<file path="config.mk">
export PLATFORM = sky130hd
export DESIGN_NAME = mem_handle_responder_flat
export DESIGN_NICKNAME = d
export VERILOG_FILES = /design/src/rtl/mem_handle_responder_if.sv /design/src/rtl/mem_handle_responder.sv /design/src/flat_wrapper.sv
export SDC_FILE = /design/constraint.sdc
export NUM_CORES = 1
export LEC_CHECK = 0
export BUFFER_PORTS_ARGS = -buffer_cell sky130_fd_sc_hd__buf_4
export CAP_MARGIN = 10
export CORE_MARGIN = 2
export CORE_UTILIZATION = 42
export CTS_BUF_LIST = sky130_fd_sc_hd__clkbuf_8
export CTS_CLUSTER_DIAMETER = 30
export CTS_CLUSTER_SIZE = 16
export DETAILED_ROUTE_END_ITERATION = 8
export PLACE_DENSITY = 0.68
export SYNTH_ARGS = -nofsm -noshare
export SYNTH_HDL_FRONTEND = slang
export SYNTH_SLANG_ARGS = --single-unit
</file>
<file path="constraint.sdc">
create_clock -name clk -period 1.9 [get_ports clk]
set_input_delay 0.38 -clock clk [delete_from_list [all_inputs] [get_ports clk]]
set_output_delay 0.38 -clock clk [all_outputs]
set_load 0.05 [all_outputs]
</file>
<file path="src/rtl/mem_handle_responder_if.sv">
`default_nettype none
// ============================================================================
// Module      : mem_handle_responder_if
// Description : Requester handshake plus backing-memory bus for the responder.
// Revision    : 1.0
// ============================================================================
interface mem_handle_responder_if #(
  parameter int ADDR_W = 32,
  parameter int DATA_W = 32
);
  logic              avail;
  logic              r_en;
  logic              w_en;
  logic [ADDR_W-1:0] ptr;
  logic [DATA_W-1:0] data_store;
  logic              read_through;
  logic              write_through;
  logic              done;
  logic [DATA_W-1:0] data_load;
  logic              mem_req;
  logic              mem_we;
  logic [ADDR_W-1:0] mem_addr;
  logic [DATA_W-1:0] mem_wdata;
  logic              mem_ack;
  logic [DATA_W-1:0] mem_rdata;

  modport slave (
    input  avail, r_en, w_en, ptr, data_store, read_through, write_through,
    input  mem_ack, mem_rdata,
    output done, data_load, mem_req, mem_we, mem_addr, mem_wdata
  );

  modport master (
    output avail, r_en, w_en, ptr, data_store, read_through, write_through,
    output mem_ack, mem_rdata,
    input  done, data_load, mem_req, mem_we, mem_addr, mem_wdata
  );
endinterface
`default_nettype wire

</file>
<file path="src/rtl/mem_handle_responder.sv">
`default_nettype none
// ============================================================================
// Module      : mem_handle_responder
// Description : Handle read/write responder with a one-entry dirty write buffer.
// Revision    : 1.0
// ============================================================================
module mem_handle_responder #(
  parameter int ADDR_W = 32,
  parameter int DATA_W = 32
) (
  input  wire logic              clk,
  input  wire logic              rst_l,
  mem_handle_responder_if.slave  bus
);

  typedef enum logic [2:0] {
    IDLE   = 3'd0,
    FLUSH  = 3'd1,
    MEM_RD = 3'd2,
    MEM_WR = 3'd3,
    RESP   = 3'd4
  } state_t;

  typedef enum logic [1:0] {
    PEND_CAPTURE = 2'd0,
    PEND_RD      = 2'd1,
    PEND_WR      = 2'd2
  } pend_t;

  state_t            r_state,     w_state_nxt;
  pend_t             r_pend,      w_pend_nxt;
  logic [ADDR_W-1:0] r_ptr,       w_ptr_nxt;
  logic [DATA_W-1:0] r_wdata,     w_wdata_nxt;
  logic              r_buf_valid, w_buf_valid_nxt;
  logic [ADDR_W-1:0] r_buf_addr,  w_buf_addr_nxt;
  logic [DATA_W-1:0] r_buf_data,  w_buf_data_nxt;
  logic [DATA_W-1:0] r_data_load, w_data_load_nxt;
  logic              r_ack_d,     w_ack_d_nxt;

  logic              w_go;
  logic              w_hit;
  logic              w_mem_req;
  logic              w_mem_we;
  logic [ADDR_W-1:0] w_mem_addr;
  logic [DATA_W-1:0] w_mem_wdata;
  logic              w_done;
  logic              w_acked;

  always_ff @(posedge clk) begin
    if (!rst_l) begin
      r_state     <= IDLE;
      r_pend      <= PEND_CAPTURE;
      r_ptr       <= '0;
      r_wdata     <= '0;
      r_buf_valid <= 1'b0;
      r_buf_addr  <= '0;
      r_buf_data  <= '0;
      r_data_load <= '0;
      r_ack_d     <= 1'b0;
    end else begin
      r_state     <= w_state_nxt;
      r_pend      <= w_pend_nxt;
      r_ptr       <= w_ptr_nxt;
      r_wdata     <= w_wdata_nxt;
      r_buf_valid <= w_buf_valid_nxt;
      r_buf_addr  <= w_buf_addr_nxt;
      r_buf_data  <= w_buf_data_nxt;
      r_data_load <= w_data_load_nxt;
      r_ack_d     <= w_ack_d_nxt;
    end
  end

  always_comb begin
    w_state_nxt     = r_state;
    w_pend_nxt      = r_pend;
    w_ptr_nxt       = r_ptr;
    w_wdata_nxt     = r_wdata;
    w_buf_valid_nxt = r_buf_valid;
    w_buf_addr_nxt  = r_buf_addr;
    w_buf_data_nxt  = r_buf_data;
    w_data_load_nxt = r_data_load;
    w_mem_req       = 1'b0;
    w_mem_we        = 1'b0;
    w_mem_addr      = '0;
    w_mem_wdata     = '0;
    w_done          = 1'b0;
    w_go            = bus.avail & (bus.r_en | bus.w_en);
    w_hit           = r_buf_valid && (r_buf_addr == bus.ptr);

    // r_ack_d holds mem_req low for one cycle after every acknowledge, including
    // the hand-over from a flush straight into MEM_RD or MEM_WR.
    unique case (r_state)
      IDLE: begin
        if (w_go) begin
          w_ptr_nxt   = bus.ptr;
          w_wdata_nxt = bus.data_store;
          if (!bus.w_en) begin
            if (!bus.read_through && w_hit) begin
              w_data_load_nxt = r_buf_data;
              w_state_nxt     = RESP;
            end else if (bus.read_through && r_buf_valid) begin
              w_pend_nxt  = PEND_RD;
              w_state_nxt = FLUSH;
            end else begin
              w_state_nxt = MEM_RD;
            end
          end else if (!bus.write_through) begin
            if (!r_buf_valid || w_hit) begin
              w_buf_valid_nxt = 1'b1;
              w_buf_addr_nxt  = bus.ptr;
              w_buf_data_nxt  = bus.data_store;
              w_state_nxt     = RESP;
            end else begin
              w_pend_nxt  = PEND_CAPTURE;
              w_state_nxt = FLUSH;
            end
          end else begin
            if (r_buf_valid && !w_hit) begin
              w_pend_nxt  = PEND_WR;
              w_state_nxt = FLUSH;
            end else begin
              w_buf_valid_nxt = 1'b0;
              w_state_nxt     = MEM_WR;
            end
          end
        end
      end
      FLUSH: begin
        w_mem_req   = !r_ack_d;
        w_mem_we    = 1'b1;
        w_mem_addr  = r_buf_addr;
        w_mem_wdata = r_buf_data;
        if (w_mem_req && bus.mem_ack) begin
          w_buf_valid_nxt = 1'b0;
          unique case (r_pend)
            PEND_CAPTURE: begin
              w_buf_valid_nxt = 1'b1;
              w_buf_addr_nxt  = r_ptr;
              w_buf_data_nxt  = r_wdata;
              w_state_nxt     = RESP;
            end
            PEND_RD: w_state_nxt = MEM_RD;
            default: w_state_nxt = MEM_WR;
          endcase
        end
      end
      MEM_RD: begin
        w_mem_req  = !r_ack_d;
        w_mem_addr = r_ptr;
        if (w_mem_req && bus.mem_ack) begin
          w_data_load_nxt = bus.mem_rdata;
          w_state_nxt     = RESP;
        end
      end
      MEM_WR: begin
        w_mem_req   = !r_ack_d;
        w_mem_we    = 1'b1;
        w_mem_addr  = r_ptr;
        w_mem_wdata = r_wdata;
        if (w_mem_req && bus.mem_ack) begin
          w_state_nxt = RESP;
        end
      end
      RESP: begin
        w_done      = 1'b1;
        w_state_nxt = IDLE;
      end
      default: w_state_nxt = IDLE;
    endcase

    w_acked     = w_mem_req & bus.mem_ack;
    w_ack_d_nxt = w_acked;
  end

  assign bus.done      = w_done;
  assign bus.data_load = r_data_load;
  assign bus.mem_req   = w_mem_req;
  assign bus.mem_we    = w_mem_we;
  assign bus.mem_addr  = w_mem_addr;
  assign bus.mem_wdata = w_mem_wdata;

endmodule
`default_nettype wire

</file>
<file path="src/flat_wrapper.sv">
// flat-port wrapper written by rule: the top's interface ports become plain ports
module mem_handle_responder_flat 
#(
  parameter int ADDR_W = 32,
  parameter int DATA_W = 32
)
  (clk, rst_l, bus_avail, bus_r_en, bus_w_en, bus_ptr, bus_data_store, bus_read_through, bus_write_through, bus_mem_ack, bus_mem_rdata, bus_done, bus_data_load, bus_mem_req, bus_mem_we, bus_mem_addr, bus_mem_wdata);
  mem_handle_responder_if #(.ADDR_W(ADDR_W), .DATA_W(DATA_W)) bus_i ();
  input  wire logic clk;
  input  wire logic rst_l;
  input wire logic [$bits(bus_i.avail)-1:0] bus_avail;
  input wire logic [$bits(bus_i.r_en)-1:0] bus_r_en;
  input wire logic [$bits(bus_i.w_en)-1:0] bus_w_en;
  input wire logic [$bits(bus_i.ptr)-1:0] bus_ptr;
  input wire logic [$bits(bus_i.data_store)-1:0] bus_data_store;
  input wire logic [$bits(bus_i.read_through)-1:0] bus_read_through;
  input wire logic [$bits(bus_i.write_through)-1:0] bus_write_through;
  input wire logic [$bits(bus_i.mem_ack)-1:0] bus_mem_ack;
  input wire logic [$bits(bus_i.mem_rdata)-1:0] bus_mem_rdata;
  output wire logic [$bits(bus_i.done)-1:0] bus_done;
  output wire logic [$bits(bus_i.data_load)-1:0] bus_data_load;
  output wire logic [$bits(bus_i.mem_req)-1:0] bus_mem_req;
  output wire logic [$bits(bus_i.mem_we)-1:0] bus_mem_we;
  output wire logic [$bits(bus_i.mem_addr)-1:0] bus_mem_addr;
  output wire logic [$bits(bus_i.mem_wdata)-1:0] bus_mem_wdata;
  assign bus_i.avail = bus_avail;
  assign bus_i.r_en = bus_r_en;
  assign bus_i.w_en = bus_w_en;
  assign bus_i.ptr = bus_ptr;
  assign bus_i.data_store = bus_data_store;
  assign bus_i.read_through = bus_read_through;
  assign bus_i.write_through = bus_write_through;
  assign bus_i.mem_ack = bus_mem_ack;
  assign bus_i.mem_rdata = bus_mem_rdata;
  assign bus_done = bus_i.done;
  assign bus_data_load = bus_i.data_load;
  assign bus_mem_req = bus_i.mem_req;
  assign bus_mem_we = bus_i.mem_we;
  assign bus_mem_addr = bus_i.mem_addr;
  assign bus_mem_wdata = bus_i.mem_wdata;
  mem_handle_responder #(.ADDR_W(ADDR_W), .DATA_W(DATA_W)) u_core (.clk(clk), .rst_l(rst_l), .bus(bus_i));
endmodule
</file>
==> results.json <==
{
  "vias_per_cell": 5.615,
  "tightest_slew_ps": 681.7,
  "fin_util_pct": 73.46,
  "clock_latency_ps": 480,
  "grt_pass1_wl_um": 44390,
  "drive_above_1_share_pct": 55.46,
  "critPathMaxFanout": 13,
  "htreeDepth": 4,
  "final.setup.tns_ps": -43110,
  "routed_wirelength_um": 31330,
  "setup_viol": 165,
  "hpwl_um": 16930,
  "end_kind": "output pin",
  "synthTopCellsByArea": "dfxtp_1 (41%), o2bb2ai_2 (15%), mux2i_1 (12%)",
  "nets": 1227,
  "dieWidth_um": 144.1,
  "syn_area_um2": 8245,
  "ys_top_cells_by_count": "dfxtp_1 (167), nand2_1 (132), mux2i_1 (97)",
  "synth_ff_type": "dfxtp_1",
  "cts.sinks": 167,
  "cts_buffers": 17,
  "synth_edf_count": 0,
  "yosys_warnings": 0,
  "synthArstFlopShare_pct": 0,
  "ys_ff_latch": 167,
  "ctsLongestPathBuffers": 2,
  "n_antenna_cell": 0,
  "maxSlewViolCount": 0,
  "power_density_nw_per_um2": 649.5,
  "ant_nets": 0,
  "rr_endpoint": "u_core.bus.data_load[0]$_SDFFE_PN0P_",
  "synth_nets": 901,
  "antenna_found_initial": 0,
  "post-synth-top-count-cell": "dfxtp_1",
  "fin_crit_sh_pct": 118.1,
  "cts_root_buffer": "clkbuf_8",
  "grt_use_total_pct": 27.97,
  "rrSetupSlack_ps": -340,
  "status": "complete, but fails checks",
  "r2r_start": "u_core.r_buf_addr[24]$_SDFFE_PN0P_",
  "timing.max_cap.violations": 0,
  "violations": "setup timing",
  "hold_depth": 3,
  "grt_pass1_vias": 7988,
  "grt-ovfl-total": 0,
  "grt_max_degree": 67,
  "syn_area_per_cell_um2": 10.35,
  "yosysSeqAreaShare_pct": 40.55,
  "slew_headroom_pct": 54.56,
  "routedWlPerCell_um": 22.37,
  "vias": 7866,
  "critPathArrivalTime_ps": 1860,
  "core-area_um2": 19330,
  "worstHoldStart": "bus_data_store[10]",
  "min_period_ps": 2243,
  "finClkSkew_ps": 16.72,
  "numPortBuffers": 202,
  "initial_core_util_pct": 42.65,
  "num_io_pins": 203,
  "areaGrowthSynthToFinish_pct": 72.25,
  "fill_cells": 1192,
  "leakage_nw": 5.841,
  "max_stage_delay_ps": 350,
  "hold_path_end": "u_core.r_wdata[10]$_SDFFE_PN0P_",
  "worstHoldPathType": "input port to flip-flop",
  "fin_cells": 1401,
  "dp.cells": 1289,
  "synth_top_cell_by_area": "dfxtp_1",
  "synthCells": 797,
  "gp_congestion": 0.8396,
  "multi_input_comb_area_um2": 5746,
  "cts_tree": "built",
  "crit_chain": "nor2b_4 > nor2b_4 > buf_12 > buf_16 > a22o_4 > buf_8",
  "timing.final.ws_setup_ps": -343.2,
  "path_common_cell": "nor2b_4",
  "seq_area_um2": 3357,
  "fmax_mhz": 445.8,
  "required_ps": 1520,
  "firstDrtPassIters": 7,
  "num_rows": 51,
  "first_iter_violations": 371,
  "path_class": "flip-flop to output pin",
  "hold_violations": 0,
  "synth_top_area_share_pct": 40.55,
  "rsz0062_at_grt": "yes",
  "vdd_drop_max_mv": 0.5612,
  "drc": 0,
  "die_y_um": 144.1,
  "die_area_um2": 20770,
  "ys_types": 42,
  "worstSetupStartpointType": "flip-flop",
  "path_clk_slew_ps": 100,
  "reg2reg_depth": 11,
  "cpMaxStageDelayCell": "dfxtp_4"
}
-- power by group --
| part | switching (mW) | internal (mW) |
|---|---|---|
| registers | 0.229 | 3.71 |
| logic | 1.42 | 1.33 |
| clock network | 1.46 | 1.08 |
| total | 3.10 | 6.12 |
-- placed cells by master (no fill, tap or decap), types with 3 or more instances in the layout --
cell	netlist	layout
buf_4	10	224
dfxtp_1	167	162
nand2_1	132	127
mux2i_1	97	94
o2bb2ai_2	82	67
a22o_4	0	63
buf_8	0	60
a21oi_1	72	55
buf_6	11	32
buf_12	0	31
xor2_1	32	30
o2bb2ai_4	0	29
buf_16	0	19
clkbuf_8	0	18
a21oi_2	0	17
clkbuf_16	0	8
nor2_1	10	6
nor2_4	0	5
nor4_2	0	5
o21ai_0	7	5
nand2_4	2	5
nor2b_4	2	3
nor4_1	8	3
inv_1	3	3
nand2b_1	3	3
mux2i_2	0	3
nand3_1	3	3
clkinvlp_4	0	3
inv_6	0	3
clkinv_4	0	3
bufbuf_16	0	3
dfxtp_4	0	3
-- per-stage QoR --
stage / area (um^2) / hold WS (ps) / setup slack [ps] / power [mW]
floorplan: 8836 / 448.6 / -135.9 / 5.161
global placement: 11140 / 460.1 / -352.4 / 5.854
detailed placement: 11140 / 460.0 / -343.5 / 5.895
CTS: 13370 / 125.5 / -369.0 / 8.833
global route: 14200 / 142.5 / -438.5 / 9.526
finish: 14200 / 151.5 / -343.2 / 9.225
-- repair_timing --
item                                    CTS  global route
endpoints found under the setup margin  165           232
setup buffers                            41            18
hold buffers                              0             0
gates resized for setup                 217            96
gates cloned                             22            10
pin swaps                                92            44
-- area by class of cell --
type / instances / area share, %
clock inverter: 14 / 0.8810
inverter: 3 / 0.07929
tap: 265 / 2.335
multi-input combinational: 557 / 40.45
clock buffer: 18 / 1.744
sequential: 167 / 23.64
timing repair buffer: 377 / 30.87
-- sequential cells by signal, indices dropped and copies added, names as in the netlist --
| register | flops |
|---|---|
| u_core.bus.data_load | 32 |
| u_core.r_buf_addr | 32 |
| u_core.r_buf_data | 32 |
| u_core.r_ptr | 32 |
| u_core.r_wdata | 32 |
| u_core.r_state | 3 |
| u_core.r_pend | 2 |
| u_core.r_ack_d | 1 |
| u_core.r_buf_valid | 1 |
-- critical path: cells and delay by family (launching register included) --
kind	cells	cell delay, ps
buffers and inverters	3	500
AOI/OAI and AO/OA	1	160
DFF	1	350
and+or+nand+nor	2	370
-- cell families after synthesis --
| group | count (synthesis) | share of synthesized area [%] |
|---|---|---|
| xor gates and xnor gates | 32 | 3.399 |
| AOI/OAI and AO/OA | 252 | 29.74 |
| muxes | 97 | 11.78 |
| DFF | 167 | 40.55 |
| buffers and inverters | 73 | 5.008 |
| and+or+nand+nor | 176 | 9.530 |
-- how the worst max path moves through the flow --
stage | start | end | slack (ps)
2_1_floorplan | u_core.r_state[0]$_SDFFE_PN0P_ | bus_mem_req | -140
3_3_place_gp | bus_ptr[2] | u_core.bus.data_load[5]$_SDFFE_PN0P_ | -350
3_5_place_dp | bus_ptr[2] | u_core.bus.data_load[17]$_SDFFE_PN0P_ | -340
4_1_cts | u_core.r_state[0]$_SDFFE_PN0P_ | bus_mem_wdata[25] | -370
5_1_grt | u_core.r_state[0]$_SDFFE_PN0P_ | bus_mem_wdata[19] | -440
6_report | u_core.r_state[0]$_SDFFE_PN0P_ | bus_mem_wdata[19] | -340
-- layer usage --
layer  vias up  wire [um]  share of wire [%]  track usage [%]
li1       3590          -                  -                -
met1      3892      12300                 39            33.66
met2       301      15900                 51            49.05
met3        83       2008                6.4            6.225
met4         0       1130                3.6            9.959
met5         -          0                  0                0
No activity file was read; power rests on OpenSTA's default activity.
